--- config.mk ---
export PLATFORM = sky130hd
export DESIGN_NAME = hazard_ctrl
export DESIGN_NICKNAME = d
export VERILOG_FILES = /design/src/rtl/hazard_ctrl.sv
export SDC_FILE = /design/constraint.sdc
export NUM_CORES = 1
export LEC_CHECK = 0
export ABC_AREA = 1
export CORE_MARGIN = 1
export CORE_UTILIZATION = 52
export DETAILED_ROUTE_END_ITERATION = 8
export MAX_ROUTING_LAYER = met4
export PLACE_DENSITY = 0.81
export SYNTH_ARGS = -nofsm -noshare
export SYNTH_HDL_FRONTEND = slang
export SYNTH_SLANG_ARGS = --single-unit
--- constraint.sdc ---
create_clock -name clk -period 2.2 [get_ports clk]
set_input_delay 0.33 -clock clk [delete_from_list [all_inputs] [get_ports clk]]
set_output_delay 0.33 -clock clk [all_outputs]
set_load 0.02 [all_outputs]
--- src/rtl/hazard_ctrl.sv ---
// ---------------------------------------------------------------------------
// hazard_ctrl
//   Pipeline hazard and stall controller for the 5-stage RV32 core.
//   Resolves load-use hazards (one bubble), taken-branch redirects (flush of
//   the two wrong-path instructions), multi-cycle EX operations (internal
//   IDLE/BUSY FSM with a down-counter) and data-memory wait states (full
//   freeze). Also keeps saturating perf counters of bubbles and redirects.
//
// Ports
//   clk, rst_n          : core clock (rising edge), async active-low reset
//   id_rs1/id_rs2       : source register fields of the instruction in ID
//   id_uses_rs1/rs2     : ID instruction actually reads rs1/rs2
//   ex_mem_read, ex_rd  : EX instruction is a load, and its destination
//   ex_branch_taken     : EX resolved a taken branch/jump this cycle
//   ex_mc_start         : first EX cycle of a multi-cycle op
//   mem_wait            : data memory not ready, MEM must hold
//   cnt_clr             : synchronous clear of the perf counters
//   pc_stall ...        : stall/flush controls of PC and pipeline registers
//   mc_busy             : multi-cycle FSM is in BUSY
//   bubble_cnt          : load-use bubbles inserted (saturating)
//   flush_cnt           : branch redirects taken (saturating)
// ---------------------------------------------------------------------------
module hazard_ctrl #(
    parameter int MC_LAT = 4,   // EX occupancy of a multi-cycle op, 2..255
    parameter int CNT_W  = 16
) (
    input  logic             clk,
    input  logic             rst_n,
    input  logic [4:0]       id_rs1,
    input  logic [4:0]       id_rs2,
    input  logic             id_uses_rs1,
    input  logic             id_uses_rs2,
    input  logic             ex_mem_read,
    input  logic [4:0]       ex_rd,
    input  logic             ex_branch_taken,
    input  logic             ex_mc_start,
    input  logic             mem_wait,
    input  logic             cnt_clr,
    output logic             pc_stall,
    output logic             if_id_stall,
    output logic             if_id_flush,
    output logic             id_ex_stall,
    output logic             id_ex_flush,
    output logic             ex_mem_stall,
    output logic             ex_mem_flush,
    output logic             mc_busy,
    output logic [CNT_W-1:0] bubble_cnt,
    output logic [CNT_W-1:0] flush_cnt
);

    // The start cycle is spent in IDLE, so BUSY only needs MC_LAT-1 cycles,
    // the last of which releases the stall.
    localparam logic [7:0] MC_LOAD = 8'(MC_LAT - 2);

    typedef enum logic {IDLE, BUSY} state_t;

    state_t     state;
    logic [7:0] mc_cnt;

    logic lu;
    logic mc_stall;
    logic br_act;
    logic lu_act;

    function automatic logic [CNT_W-1:0] sat_inc(input logic [CNT_W-1:0] v);
        return (&v) ? v : v + {{(CNT_W-1){1'b0}}, 1'b1};
    endfunction

    assign lu = ex_mem_read && (ex_rd != 5'd0) &&
                ((id_uses_rs1 && (id_rs1 == ex_rd)) ||
                 (id_uses_rs2 && (id_rs2 == ex_rd)));

    assign mc_stall = ((state == IDLE) && ex_mc_start) ||
                      ((state == BUSY) && (mc_cnt != 8'd0));

    // Which hazard wins this cycle; these also qualify the perf counters.
    assign br_act = rst_n && !mem_wait && !mc_stall && ex_branch_taken;
    assign lu_act = rst_n && !mem_wait && !mc_stall && !ex_branch_taken && lu;

    assign mc_busy = (state == BUSY);

    // Outputs are forced low while rst_n is asserted so that live inputs
    // cannot produce a stall during reset.
    always_comb begin
        pc_stall     = 1'b0;
        if_id_stall  = 1'b0;
        if_id_flush  = 1'b0;
        id_ex_stall  = 1'b0;
        id_ex_flush  = 1'b0;
        ex_mem_stall = 1'b0;
        ex_mem_flush = 1'b0;
        if (rst_n) begin
            if (mem_wait) begin
                pc_stall     = 1'b1;
                if_id_stall  = 1'b1;
                id_ex_stall  = 1'b1;
                ex_mem_stall = 1'b1;
            end else if (mc_stall) begin
                // EX holds the op; MEM receives bubbles meanwhile.
                pc_stall     = 1'b1;
                if_id_stall  = 1'b1;
                id_ex_stall  = 1'b1;
                ex_mem_flush = 1'b1;
            end else if (br_act) begin
                // Any coincident load-use belongs to the wrong path.
                if_id_flush  = 1'b1;
                id_ex_flush  = 1'b1;
            end else if (lu_act) begin
                pc_stall     = 1'b1;
                if_id_stall  = 1'b1;
                id_ex_flush  = 1'b1;
            end
        end
    end

    // Multi-cycle FSM; a memory wait freezes it along with the pipeline.
    always_ff @(posedge clk or negedge rst_n) begin
        if (!rst_n) begin
            state  <= IDLE;
            mc_cnt <= 8'd0;
        end else if (!mem_wait) begin
            case (state)
                IDLE: begin
                    if (ex_mc_start) begin
                        state  <= BUSY;
                        mc_cnt <= MC_LOAD;
                    end
                end
                BUSY: begin
                    if (mc_cnt != 8'd0) begin
                        mc_cnt <= mc_cnt - 8'd1;
                    end else begin
                        state <= IDLE;
                    end
                end
                default: begin
                    state  <= IDLE;
                    mc_cnt <= 8'd0;
                end
            endcase
        end
    end

    // Perf counters; clear wins over a same-cycle increment.
    always_ff @(posedge clk or negedge rst_n) begin
        if (!rst_n) begin
            bubble_cnt <= '0;
            flush_cnt  <= '0;
        end else if (cnt_clr) begin
            bubble_cnt <= '0;
            flush_cnt  <= '0;
        end else begin
            if (lu_act) begin
                bubble_cnt <= sat_inc(bubble_cnt);
            end
            if (br_act) begin
                flush_cnt <= sat_inc(flush_cnt);
            end
        end
    end

endmodule

# After elaboration in Yosys (flattened, before gate mapping)
# Cells that the tools add are included.
# word_totals
reg_bits	41
# op_classes
eq_ne	6
n_reduce_logical	25
bitwise	2
addsub	3
muxes	32
# op_table
cell	n
16-bit two-way mux	6
16-bit by 1-bit adder with 16-bit output, second input constant	2
16-bit AND reduction	2
1-bit two-way mux	22
8-bit two-way mux	2
8-bit one-hot mux with 2 select lines	1
1-bit logical AND	11
5-bit == test	2
8-bit nonzero test	1
8-bit by 1-bit subtractor with 8-bit output, second input constant	1
2-bit != test, second input constant	3
5-bit nonzero test	1
2-bit AND reduction	2
2-bit nonzero test	2
1-bit zero test	3
3-bit AND reduction	1
1-bit logical OR	2
2-bit by 1-bit != test with 1-bit output, second input constant	1
1-bit inverter	2
1-bit one-hot mux with 2 select lines	1

# Depth between registers and ports, before layout
# depth
ltp_word	12
depth_mapped	12

# Least setup slack after synthesis
# No wires, ideal clock.
# synth_path
kind	reg-to-output
from	register mc_cnt[0]
to	output port pc_stall
t_required_ns	1.870
n_path_buf	1
setup_slack_ns	0.075
arrival_time_ns	1.795
stages_incl_launch_ff	12
path_cell_list	dfrtp_1 > inv_1 > ha_1 > nand2_1 > nor2_1 > nand2_1 > nand2_4 > nand2_1 > nor2_4 > nand3_1 > o21ai_0 > buf_4
# synth_via
elab_chain_cells	12
elab_cells_between_ends	13
classes_between	mux: 5; reduce/logical: 8
# synth_lines
item	line	text
start: declaration	58	logic [7:0] mc_cnt;
start signal: assignment	131	mc_cnt <= mc_cnt - 8'd1;
8-bit nonzero test *	74	((state == BUSY) && (mc_cnt != 8'd0));
1-bit logical AND *	74	
1-bit logical OR *	73	assign mc_stall = ((state == IDLE) && ex_mc_start) ||
1-bit zero test	77, 78	
1-bit logical AND	77, 78	
1-bit logical AND (2 in series)	78	assign lu_act = rst_n && !mem_wait && !mc_stall && !ex_branch_taken && lu;
1-bit two-way mux (2 in series)	--	
1-bit two-way mux * (3 in series)	--	
end: declaration	39	output logic pc_stall,
# Every way passes the cells marked *; elsewhere a longest branch is shown, timed or not.

# Final worst setup path
# layout_path
from	register mc_cnt[5]
to	output port if_id_stall
# layout_via
elab_chain_cells	12
elab_cells_between_ends	13
classes_between	mux: 5; reduce/logical: 8
# layout_lines
item	line	text
8-bit nonzero test *	74	
1-bit logical AND *	74	
1-bit logical OR *	73	
1-bit zero test	77, 78	
1-bit logical AND	77, 78	
1-bit logical AND (2 in series)	78	
1-bit two-way mux	108	end else if (lu_act) begin
1-bit two-way mux	104	end else if (br_act) begin
1-bit two-way mux *	98	end else if (mc_stall) begin
1-bit two-way mux *	93	if (mem_wait) begin
1-bit two-way mux *	92	if (rst_n) begin
end: declaration	40	output logic if_id_stall,
# Marks and branches as above.

==> impl_metrics.py <==
metrics = {
    "synthesis": {
        "yosysMostFrequentCell": "nand2_1",
        "synth-seq-cells": 41,
        "synthCells": 430,
        "ys_warn_count": 0,
        "synth_top_area_frac": 0.341,
        "ys.flop_type": "dfrtp_1",
        "synth_top_cell_by_area": "dfrtp_1",
        "syn_nets": 458,
        "ys_top_cells_by_area": "dfrtp_1 (34%), nand2_1 (15%), inv_1 (7.6%)",
        "post_synth.cell_area_avg_um2": 7.00,
        "syn_area_um2": 3010,
        "synth_edf_count": 0,
        "synth_cell_types": 36,
        "ys_seq_area_frac": 0.341,
        "synth-async-reset-ratio": 1.00,
        "yosys-top-cells-count": "nand2_1 (117), inv_1 (61), nor2_1 (49)",
    },
    "setup_path": {
        "reg2reg_to": "flush_cnt[5]",
        "start_kind": "flip-flop",
        "arrival_ns": 1.78,
        "rrSetupSlack_ns": 0.28,
        "setup.worst_path.start": "mc_cnt[5]",
        "rr_worst_depth": 11,
        "crit_type": "reg2out",
        "r2r_start": "mc_cnt[5]",
        "cp_max_fo": 4,
        "critical_path_required_ns": 1.87,
        "end_kind": "output pin",
    },
    "floorplan": {
        "die_x_um": 78.1,
        "die_y_um": 78.1,
        "placementRows": 27,
        "coreArea_um2": 5540,
        "start_util": 0.543,
        "die_area_um2": 6090,
        "io_pins": 64,
    },
    "drt": {
        "wl_met2_um": 3640,
        "wl_um": 7490,
        "viasPerCell": 5.41,
        "met3WireLength_um": 535,
        "wl_met1_um": 3190,
        "drtAntennaViolNets": 0,
        "wire_per_inst_um": 12.6,
        "drtIter0Drc": 214,
        "route.detailed.drc": 0,
        "vias": 3206,
        "drt-pass1-iter-count": 5,
        "top_layer": "met4",
    },
    "final_layout": {
        "drive_above_1_share": 0.148,
        "area_growth_pct": 32.3,
        "stdcell_count": 593,
        "layout.nets": 548,
        "num_antenna_cells": 0,
        "finish.utilization": 0.719,
    },
    "sta": {
        "rsz0062_at_grt": "true",
        "max_freq_mhz": 474,
        "slew_viol_final": 0,
        "fin_crit_sh": 0.959,
        "finalHoldViolCount": 0,
        "setup-tns-final_ns": 0,
        "maxSlewHeadroom": 0.580,
        "tightest_slew_ns": 0.625,
        "setup_slack_ns": 0.0913,
        "hold_ws_ns": 0.265,
        "finalSetupViolCount": 0,
        "period_minus_slack_ns": 2.11,
        "skew_ns": 0.00617,
    },
    "grt": {
        "grt_overflow": 0,
        "grt_first_pass_wirelength_um": 12600,
        "grt_max_degree": 42,
        "grt_use_total": 0.268,
        "first_global_vias": 2862,
        "antenna_found_initial": 0,
    },
    "placed_design": {
        "preCtsSetupSlack_ns": -0.351,
        "globalplace.congestion": 0.946,
        "place.detailed.hpwl_um": 5700,
        "place_inst": 585,
        "io_buffers": 63,
    },
    "clocking": {
        "clk_pin_slew_worst_paths_ns": 0.08,
        "cts_setup_buffers": 0,
        "htreeDepth": 2,
        "cts.sinks": 41,
        "clk_latency_ns": 0.30,
        "clock-root-buffer": "clkbuf_8",
        "cts_buffer_depth": 2,
        "cts_hold_buffers": 0,
        "cts_inserted_buffers": 5,
        "cts_tree": "built",
    },
    "outcome": {
        "status": "complete, no violations",
    },
    "min_path": {
        "holdCritPathClass": "in2async",
    },
    "power_and_ir_drop": {
        "max-vdd-ir-drop_v": 0.000408,
        "power_leakage_uw": 0.00197,
        "powerDensity_nw_per_um2": 549,
    },
    "run": {
        "maxCapViolations": 0,
    },
}
## where the power goes
part	internal (uW)	switching, uW
clock network	370	268
logic	307	378
registers	822	42.0
## state kept, by name, indices dropped and copies added (netlist names)
name and cells:
flush_cnt 16, mc_cnt 8, bubble_cnt 16, mc_busy 1
## worst max path at each step
| stage | endpoint | slack (ns) | cells after the start |
|---|---|---|---|
| floorplan | pc_stall | 0.07 | 11 |
| global placement | pc_stall | -0.28 | 10 |
| detailed placement | pc_stall | -0.35 | 10 |
| CTS | ex_mem_flush | 0.009 | 11 |
| global route | if_id_stall | -0.06 | 11 |
| finish | if_id_stall | 0.09 | 10 |
## layer usage
| metal | vias to the layer above | global-route usage |
|---|---|---|
| li1 | 1567 | - |
| met1 | 1477 | 0.326 |
| met2 | 147 | 0.447 |
| met3 | 15 | 0.0442 |
| met4 | 0 | 0.100 |
| met5 | - | - |
## final cells by class
| class | count | area [um^2] |
|---|---|---|
| Sequential cell | 41 | 1030 |
| Tap cell | 72 | 90.1 |
| Clock buffer | 7 | 86.3 |
| Multi-Input combinational cell | 317 | 1680 |
| Inverter | 62 | 233 |
| Clock inverter | 1 | 30.0 |
| Timing Repair Buffer | 93 | 836 |
| Fill cell | 450 | 1560 |
## worst max-delay path, cell delays in order, from the launching register on
cell	delay (ns)
dfrtp_1	0.39
inv_1	0.12
nand2_1	0.07
nor2_1	0.16
nand2_1	0.12
nand2_4	0.07
nand2_1	0.08
nor2_4	0.10
nand3_2	0.08
o21ai_1	0.10
buf_2	0.19
## timing repair
item,CTS,global route
resized for setup,18,9
pin swaps,0,0
setup endpoints to repair,6,6
## cells by family after synthesis
logic type,share of synthesized area
DFF,0.341
xor gates and xnor gates,0.0524
AOI/OAI and AO/OA,0.0541
and+or+nand+nor,0.434
adders and majority gates,0.0166
buffers and inverters,0.102
## cell usage in the layout (no fill, tap or decap), drive strengths merged, types with 16 or more instances in the layout
| cell type | netlist | final |
|---|---|---|
| nand2 | 120 | 120 |
| inv | 62 | 62 |
| nor2 | 59 | 59 |
| clkdlybuf4s50 | 0 | 56 |
| nand3 | 46 | 46 |
| dfrtp | 41 | 41 |
| buf | 7 | 35 |
| nand4 | 28 | 28 |
| o21ai | 17 | 17 |
| xor2 | 16 | 16 |
## through the flow
stage,power [uW],instance area [um^2]
2_1_floorplan,1250,3010
3_3_place_gp,1550,3890
3_5_place_dp,1570,3890
4_1_cts,2190,4000
5_1_grt,2310,3980
6_report,2190,3980
Power figures use the tool's default switching activity.
==> RTL edit (same flow settings) <==
Set the parameter `CNT_W` to 20 (it was 16).
--- a/src/rtl/hazard_ctrl.sv
+++ b/src/rtl/hazard_ctrl.sv
@@ -23,5 +23,5 @@
 module hazard_ctrl #(
     parameter int MC_LAT = 4,   // EX occupancy of a multi-cycle op, 2..255
-    parameter int CNT_W  = 16
+    parameter int CNT_W  = 20
 ) (
     input  logic             clk,
Ports: changed (resized bubble_cnt and flush_cnt); port bits go from 64 to 72. The function was not compared with the original's and may differ.
==> RTL edit against the unedited design <==
- the flow now finishes with violations (design-rule violations)
- design area grew 15%
- power grew 9.6%
- wire length grew 25%
- synthesized cell count rose by 25%
- sequential cell count is 8 higher
- die area up 18%
- count of clock-buffer cells in the layout fell by 1
- synthesized area increased by 18%
- setup slack improved by 0.019 ns
- largest cell class unchanged
==> RTL edit: results (changes against the unedited design) <==
* Top post-synthesis cells by count: 170 x nand2_1, 92 x nor2_1, 78 x nand3_1
* Final setup skew at 0.007461 ns (+0.001292 ns)
* CP max FO at 3 (-1)
* Largest net degree at the start of global routing at 50 (+19%)
* Pre-Repair DR Iteration Count at 9 (+4)
* Pleak at 2.145 nW (+9.1%)
* Gpl congestion at 0.9633 (+1.8%)
* CTS-repair resized insts at 14 (-4)
* Buffering overhead at 20.43% (-0.56 points)
* WL met2 at 4734 um (+30%)
* FF+latch area at 1226 um2 (+20%)
* Detailed placer's ending HPWL at 6825 um (+20%)
* Gr usage total at 27.93% (+1.1 points)
* Logic inverters at 51 (-18%)
* Sw Share at 33.34% (+1.9 points)
* Die area at 7176 um2 (+18%)
* FMAX at 0.4786 GHz (+0.91%)
* CP arrival at 1.76 ns (-0.02 ns)
* Met1 Use GR at 32.22% (-0.40 points)
* RR Startpoint: mc_cnt[1]
* Status: complete, but fails checks
* Met2 Use GR at 49.89% (+5.2 points)
* Slew @ Worst Pin at 0.6242 ns (-0.0009984 ns)
* DRT iter0 DRCs at 216 (+0.93%)
* Post-synth net total at 567 (+24%)
* Placement Setup Slack at -0.3532 ns (-0.002476 ns)
* Failing checks: design-rule violations
* Top flop regs: bubble_cnt (20), flush_cnt (20), mc_cnt (8)
* Worst vdd ir at 0.5416 mV (+33%)
* Area after DPL at 4462 um2 (+15%)
* Met3 global-route usage at 3.638% (-0.78 points)
* Layout area overhead at 28.95%
* Syn_area_per_cell at 6.600 um2 (-5.7%)
* Share of layout cells above drive strength 1 at 11.04% (-3.7 points)
* PortBufs at 71 (+13%)
* Placed Cells at 701 (+20%)
* Multi-input combinational area share at 44.41% (+2.2 points)
* Vias/cell at 5.295 (-2.1%)
* Register area share after synthesis at 34.47% (+0.37 points)
* Worst R2R Setup Slack at 0.15 ns (-0.13 ns)
* Met3 wire len at 411 um (-23%)
* Vias in the first global route at 3,634 (+27%)
* Worst reg2reg path endpoint: bubble_cnt[1]
* Non-clk bufs at 103 (+11%)
* Clock buffer cells at 6 (-1)
* #MultiIn Comb at 423 (+33%)
* Yosys reg bits at 49 (+20%)
* Hold WS at 0.2046 ns (-0.06061 ns)
* Filler cell count at 552 (+23%)
* Reg2Reg Depth at 14 (+3)
* FFs w/ async S/R, synth at 100.0% (unchanged)
* Cts bufs inserted at 5 (unchanged)
* Wl on met1 at 4013 um (+26%)
* Leading cell types by total area after synthesis: dfrtp_1 34%, nand2_1 18%, nand3_1 11%
* Residual DRC at 2 (+2)
* Nets at 661 (+21%)
* Post-synth cell types at 32 (-11%)
* Wire per inst at 13.12 um (+3.9%)
* Routed vias at 3,765 (+17%)
* ClkCell Share at 2.100% (-0.82 points)
-- RTL edit: cell count changes after synthesis, sizes merged, moves of 2 or more --
cell	unedited run	this run
nor2	59	95
nor3	11	8
buf	7	13
nand3	46	81
xor2	16	18
a21oi	6	3
dfrtp	41	49
xnor2	2	10
o21ai	17	14
inv	62	50
nand4	28	8
nand2	120	176
-- RTL edit: logic make-up (layout without fill, tap and decap cells) --
group                      after synthesis  in the layout  synth area share, %
and+or+nand+nor                        370            370                44.39
buffers and inverters                   67            162                8.898
DFF                                     49             49                34.47
xor gates and xnor gates                28             28                6.894
AOI/OAI and AO/OA                       21             21                3.940
adders and majority gates                4              4                1.407
-- RTL edit: power by group through the flow --
stage	Combinational (W)	Clock, W	Sequential (W)
after floorplan	0.000392	0	0.00106
after global placement	0.000746	0	0.00104
after detailed placement	0.000769	0	0.00104
after CTS	0.000763	0.000583	0.00103
after global routing	0.000885	0.000612	0.00103
final	0.000800	0.000569	0.00103
